## src/rtl/hack_pkg.sv

```systemverilog
// Shared definitions for the multi-cycle Hack CPU: FSM states, C-instruction
// field positions, destination bits and jump codes.
package hack_pkg;

  typedef enum logic [1:0] {
    S_FETCH = 2'd0,
    S_EXEC  = 2'd1,
    S_MRD   = 2'd2,
    S_MWR   = 2'd3
  } state_e;

  localparam int C_A_BIT   = 12;
  localparam int C_CMP_HI  = 11;
  localparam int C_CMP_LO  = 6;
  localparam int C_DEST_HI = 5;
  localparam int C_DEST_LO = 3;
  localparam int C_JMP_HI  = 2;
  localparam int C_JMP_LO  = 0;

  // Bit positions inside the 3-bit destination field (A,D,M ordering).
  localparam int DEST_M = 0;
  localparam int DEST_D = 1;
  localparam int DEST_A = 2;

  localparam logic [2:0] J_NULL = 3'b000;
  localparam logic [2:0] J_JGT  = 3'b001;
  localparam logic [2:0] J_JEQ  = 3'b010;
  localparam logic [2:0] J_JGE  = 3'b011;
  localparam logic [2:0] J_JLT  = 3'b100;
  localparam logic [2:0] J_JNE  = 3'b101;
  localparam logic [2:0] J_JLE  = 3'b110;
  localparam logic [2:0] J_JMP  = 3'b111;

  // zx is the MSB so a slice of the instruction casts directly.
  typedef struct packed {
    logic zx;
    logic nx;
    logic zy;
    logic ny;
    logic f;
    logic no;
  } alu_ctrl_t;

endpackage

```

## src/rtl/hack_alu.sv

```systemverilog
// Combinational Hack ALU: x is D, y is A or M; produces result plus zero and
// negative flags at DATA_W bits.
module hack_alu
  import hack_pkg::*;
#(
  parameter int DATA_W = 16
) (
  input  logic [DATA_W-1:0] x_i,
  input  logic [DATA_W-1:0] y_i,
  input  alu_ctrl_t         ctrl_i,
  output logic [DATA_W-1:0] out_o,
  output logic              zr_o,
  output logic              ng_o
);

  logic [DATA_W-1:0] xz, xn, yz, yn, fo, res;

  always_comb begin
    xz    = ctrl_i.zx ? '0 : x_i;
    xn    = ctrl_i.nx ? ~xz : xz;
    yz    = ctrl_i.zy ? '0 : y_i;
    yn    = ctrl_i.ny ? ~yz : yz;
    fo    = ctrl_i.f ? (xn + yn) : (xn & yn);
    res   = ctrl_i.no ? ~fo : fo;
    out_o = res;
    zr_o  = (res == '0);
    ng_o  = res[DATA_W-1];
  end

endmodule

```

## src/rtl/hack_cpu_mc.sv

```systemverilog
// Multi-cycle Hack CPU: FETCH/EXEC/MRD/MWR state machine with handshaked
// instruction and data memories, one retire pulse per completed instruction.
module hack_cpu_mc
  import hack_pkg::*;
#(
  parameter int DATA_W = 16,
  parameter int ADDR_W = 15
) (
  input  logic              clk,
  input  logic              rst,
  output logic              imem_req,
  output logic [ADDR_W-1:0] imem_addr,
  input  logic              imem_valid,
  input  logic [DATA_W-1:0] imem_rdata,
  output logic              dmem_req,
  output logic              dmem_we,
  output logic [ADDR_W-1:0] dmem_addr,
  output logic [DATA_W-1:0] dmem_wdata,
  input  logic [DATA_W-1:0] dmem_rdata,
  input  logic              dmem_ack,
  output logic [ADDR_W-1:0] pc,
  output logic [DATA_W-1:0] a_reg,
  output logic [DATA_W-1:0] d_reg,
  output logic              retire
);

  localparam logic [ADDR_W-1:0] PC_ONE = ADDR_W'(1);

  state_e            state_q, state_d;
  logic [ADDR_W-1:0] pc_q, pc_d;
  logic [DATA_W-1:0] areg_q, areg_d;
  logic [DATA_W-1:0] dreg_q, dreg_d;
  logic [DATA_W-1:0] ir_q, ir_d;
  logic [ADDR_W-1:0] waddr_q, waddr_d;
  logic [DATA_W-1:0] wdata_q, wdata_d;
  logic              ireq_q, ireq_d;
  logic              dreq_q, dreq_d;
  logic              dwe_q, dwe_d;
  logic              retire_q, retire_d;

  logic              is_c, use_m, commit, jump;
  logic [2:0]        dest, jcode;
  logic [DATA_W-1:0] alu_y, alu_out;
  logic              alu_zr, alu_ng;

  assign is_c  = ir_q[DATA_W-1];
  assign use_m = ir_q[C_A_BIT];
  assign dest  = ir_q[C_DEST_HI:C_DEST_LO];
  assign jcode = ir_q[C_JMP_HI:C_JMP_LO];

  // In MRD the memory word replaces A as the y operand.
  assign alu_y = (state_q == S_MRD) ? dmem_rdata : areg_q;

  hack_alu #(.DATA_W(DATA_W)) u_alu (
    .x_i    (dreg_q),
    .y_i    (alu_y),
    .ctrl_i (alu_ctrl_t'(ir_q[C_CMP_HI:C_CMP_LO])),
    .out_o  (alu_out),
    .zr_o   (alu_zr),
    .ng_o   (alu_ng)
  );

  always_comb begin
    jump = 1'b0;
    unique case (jcode)
      J_NULL: jump = 1'b0;
      J_JGT:  jump = ~alu_ng & ~alu_zr;
      J_JEQ:  jump = alu_zr;
      J_JGE:  jump = ~alu_ng;
      J_JLT:  jump = alu_ng;
      J_JNE:  jump = ~alu_zr;
      J_JLE:  jump = alu_ng | alu_zr;
      J_JMP:  jump = 1'b1;
    endcase
  end

  always_comb begin
    state_d  = state_q;
    pc_d     = pc_q;
    areg_d   = areg_q;
    dreg_d   = dreg_q;
    ir_d     = ir_q;
    waddr_d  = waddr_q;
    wdata_d  = wdata_q;
    retire_d = 1'b0;
    commit   = 1'b0;

    unique case (state_q)
      S_FETCH: begin
        if (ireq_q && imem_valid) begin
          ir_d    = imem_rdata;
          state_d = S_EXEC;
        end
      end
      S_EXEC: begin
        if (!is_c) begin
          areg_d   = {1'b0, ir_q[DATA_W-2:0]};
          pc_d     = pc_q + PC_ONE;
          state_d  = S_FETCH;
          retire_d = 1'b1;
        end else if (use_m) begin
          state_d = S_MRD;
        end else begin
          commit = 1'b1;
        end
      end
      S_MRD: begin
        if (dmem_ack) commit = 1'b1;
      end
      S_MWR: begin
        if (dmem_ack) begin
          state_d  = S_FETCH;
          retire_d = 1'b1;
        end
      end
    endcase

    // Jump target and write address both use A as it was before this commit.
    if (commit) begin
      if (dest[DEST_D]) dreg_d = alu_out;
      if (dest[DEST_A]) areg_d = alu_out;
      pc_d = jump ? areg_q[ADDR_W-1:0] : (pc_q + PC_ONE);
      if (dest[DEST_M]) begin
        waddr_d = areg_q[ADDR_W-1:0];
        wdata_d = alu_out;
        state_d = S_MWR;
      end else begin
        state_d  = S_FETCH;
        retire_d = 1'b1;
      end
    end

    ireq_d = (state_d == S_FETCH);
    dreq_d = (state_d == S_MRD) || (state_d == S_MWR);
    dwe_d  = (state_d == S_MWR);
  end

  always_ff @(posedge clk or negedge rst) begin
    if (!rst) begin
      state_q  <= S_FETCH;
      pc_q     <= '0;
      areg_q   <= '0;
      dreg_q   <= '0;
      ir_q     <= '0;
      ireq_q   <= 1'b0;
      dreq_q   <= 1'b0;
      dwe_q    <= 1'b0;
      retire_q <= 1'b0;
    end else begin
      state_q  <= state_d;
      pc_q     <= pc_d;
      areg_q   <= areg_d;
      dreg_q   <= dreg_d;
      ir_q     <= ir_d;
      ireq_q   <= ireq_d;
      dreq_q   <= dreq_d;
      dwe_q    <= dwe_d;
      retire_q <= retire_d;
    end
  end

  // Write capture is pure data; it is only observed while MWR holds dmem_req.
  always_ff @(posedge clk) begin
    waddr_q <= waddr_d;
    wdata_q <= wdata_d;
  end

  assign imem_req   = ireq_q;
  assign imem_addr  = pc_q;
  assign dmem_req   = dreq_q;
  assign dmem_we    = dwe_q;
  assign dmem_addr  = (state_q == S_MWR) ? waddr_q : areg_q[ADDR_W-1:0];
  assign dmem_wdata = wdata_q;
  assign pc         = pc_q;
  assign a_reg      = areg_q;
  assign d_reg      = dreg_q;
  assign retire     = retire_q;

endmodule

```

## config.mk

```make
export PLATFORM = sky130hd
export DESIGN_NAME = hack_cpu_mc
export DESIGN_NICKNAME = d
export VERILOG_FILES = /design/src/rtl/hack_pkg.sv /design/src/rtl/hack_alu.sv /design/src/rtl/hack_cpu_mc.sv
export SDC_FILE = /design/constraint.sdc
export NUM_CORES = 1
export LEC_CHECK = 0
export ABC_AREA = 0
export ABC_CLOCK_PERIOD_IN_PS = 6400
export CAP_MARGIN = 30
export CORE_AREA = 2 2 125 127
export CTS_BUF_LIST = sky130_fd_sc_hd__clkbuf_8
export DETAILED_ROUTE_END_ITERATION = 8
export DIE_AREA = 0 0 127 129
export PLACE_DENSITY = 0.7
export SETUP_SLACK_MARGIN = 0.05
export SKIP_CTS_REPAIR_TIMING = 1
export SKIP_LAST_GASP = 1
export SLEW_MARGIN = 20
export SYNTH_ARGS = -nofsm -noshare
export SYNTH_HDL_FRONTEND = slang
export SYNTH_HIERARCHICAL = 1
export SYNTH_SLANG_ARGS = --single-unit
```

## constraint.sdc

```tcl
create_clock -name clk -period 6.4 [get_ports clk]
set_clock_uncertainty 0.15 [all_clocks]
set_input_delay 1.28 -clock clk [delete_from_list [all_inputs] [get_ports clk]]
set_output_delay 1.28 -clock clk [all_outputs]
set_load 0.005 [all_outputs]
```

==> results.txt <==
Detail Route Antenna Nets: 0
Critical Setup Path Class: flop to flop
Die Ht: 129 um
Max_cap viols: 0
Post-synth EDFFs: 31
H-tree levels: 3
Nature of the critical path endpoint: flop
Post-synth top area share: 26.1%
Share of layout cells above drive strength 1: 16.4%
GPL Wtd Cong: 0.902
Core area: 15,000 um^2
Initial Util: 44.1%
Placed insts: 933
Synth cell count leaders: 69 x dfrtp_1, 61 x mux2_2, 51 x xnor2_1
Fill count: 1,284
Clock Tree Root: clkbuf_8
Drt first pass iters: 7
Cell chain of the critical path: inv_1 > ha_1 > mux2_2 > nand2b_1 > xnor2_1 > ha_1 > o211ai_1 > o21ai_1 > mux2i_1 > o21ai_0 > or4b_1 > a221o_1 > or4b_1 > nor4_2 > nor2b_1 > o21ai_1 > nand3_2 > buf_4 > mux2i_1 > o22ai_1
Yosys reg bits: 100
Violated checks: DRC
Setup-failing EPs final: 0
Total CTS buffers: 9
Arrival @ worst endpoint: 6.09 ns
Met2 GRT Util: 37.6%
Multi-input logic area: 3610 um^2
Slew Limit Fails: 0
Total number of vias: 5,423
Syn_area_per_cell: 10.4 um^2
CP max stage cell: ha_1
Synth cell types: 78
Clk pin slew, worst setup/hold paths: 0.11 ns
Clock Path Buffers: 2
Final min period: 5.98 ns
Final Hold Fails: 0
Total GRT Usage: 22.9%
Fin cells: 951
Most crowded layer after global routing: met2
Initial antenna violation count: 0
DRC violations left: 2
First-pass GRT wire length: 28,900 um
Status: finished, violations left
Final WL: 18,600 um
Top-count cell post-synth: dfrtp_1
Pin count of the biggest net entering global routing: 70
Post-synthesis sequential area ratio: 40.2%
Clock latency on the worst-skew pair: 0.39 ns
Worst-path fanout max: 11
Final worst-path cycle share: 93.4%
Crit-path max cell delay: 0.60 ns
# rows: 45
Async SR Flop Fraction: 69.0%
Worst Path Required: 6.51 ns
Fmax: 167 MHz
Detailed Place HPWL: 13,800 um
Vias in the first global route: 5,152
GR Layer Usage met1: 31.5%
Worst-margin pin slew: 0.865 ns
Via-per-instance ratio: 5.70
RSZ-0062 raised after global routing: false
Ranking of synthesized cells by area: dfrtp_1 26%, edfxtp_1 14%, mux2_2 10%
Synthesized area: 6610 um^2
DRT iter0 DRCs: 476
CP startpoint kind: flop
Synth Net Count: 696
CTS Sinks: 100
WL per Instance: 19.5 um
Nets: 817
Boundary Pins: 133
Relative slew slack: 42.3%
Hold_ws: 0.363 ns
Synth warnings: 6
Hold Crit Class: flop to flop
Synthesis-to-finish area growth: 25.6%
Grt ovf: 0
Cell count after synthesis: 637
TritonCTS clock tree: built
Synth Flop Type: dfrtp_1
Die X: 127 um
Met3 Track Usage GR: 2.87%
Port Buffers: 132
Ant diodes: 0
Die area: 16,400 um^2
Largest area contributor in the netlist: dfrtp_1
Layout Utilization: 55.4%
Setup Total Neg Slack: 0 ns
Register area: 2660 um^2
==> worst max-delay path: cells and delay by family (launching register included) <==
kind	cells	cell delay, ns
simple gates	6	1.60
compound gates	6	1.22
fa+ha+maj	2	1.03
mux	3	0.95
flops	1	0.44
buf+inv	2	0.31
xor+xnor	1	0.16
==> final cells by class <==
| type | count | share of cell area (%) |
|---|---|---|
| Multi-Input combinational cell | 476 | 43.5 |
| Sequential cell | 100 | 32.0 |
| Timing Repair Buffer | 154 | 18.1 |
| Tap cell | 188 | 2.83 |
| Clock buffer | 10 | 1.66 |
| Clock inverter | 6 | 1.12 |
| Inverter | 17 | 0.769 |
==> path summary, 6_finish.rpt <==
kind / from / endpoint / slack (ns) / cells past startpoint
setup / recovery: state_q[0]$_DFF_PN0_ / imem_addr[6]$_DFFE_PN0P_ / 0.42 / 20
min in group asynchronous: rst / ir_q[14]$_DFFE_PN0P_ / 0.75 / 2
hold / removal: ir_q[5]$_DFFE_PN0P_ / a_reg[5]$_DFF_PN0_ / 0.36 / 1
setup reg to reg: state_q[0]$_DFF_PN0_ / imem_addr[6]$_DFFE_PN0P_ / 0.42 / 20
hold reg to reg: ir_q[5]$_DFFE_PN0P_ / a_reg[5]$_DFF_PN0_ / 0.36 / 1
max in group asynchronous: rst / ir_q[6]$_DFFE_PN0P_ / 4.78 / 3
==> per-stage QoR <==
step,instance area [um^2],setup slack [ns]
2_1_floorplan,6610,0.719
3_3_place_gp,8020,0.110
3_5_place_dp,8040,0.0672
4_1_cts,8270,0.471
5_1_grt,8300,0.0840
6_report,8300,0.422
==> cells in the final DEF, fill, tap and decap left out, drive strengths merged, types with 6 or more instances in the layout <==
cell / instances
edfxtp: 31
o21ai: 27
clkbuf: 10
a21oi: 38
nand2: 37
nor2: 38
mux2i: 27
nand3: 11
a31oi: 8
nor2b: 8
inv: 19
ha: 22
dfrtp: 69
and2: 8
nor3: 11
nand2b: 38
clkdlybuf4s50: 131
buf: 23
o22ai: 6
xnor2: 51
mux2: 61
==> routing by layer <==
layer  part of all wire [%]  vias up
met5                      0        -
met4                    2.3        0
met3                    4.6       35
met2                     48      204
met1                     45     2652
li1                       -     2532
==> cells by family after synthesis <==
group           Yosys count  share of synthesized area, %
flops                   100                          40.2
xor+xnor                 53                          7.02
simple gates            183                          15.4
mux                      88                          14.5
compound gates          129                          13.2
buf+inv                  61                          5.21
fa+ha+maj                23                          4.47
Power is not shown: default switching activity piles up to over one toggle a cycle in this logic, so the estimate is an artifact.
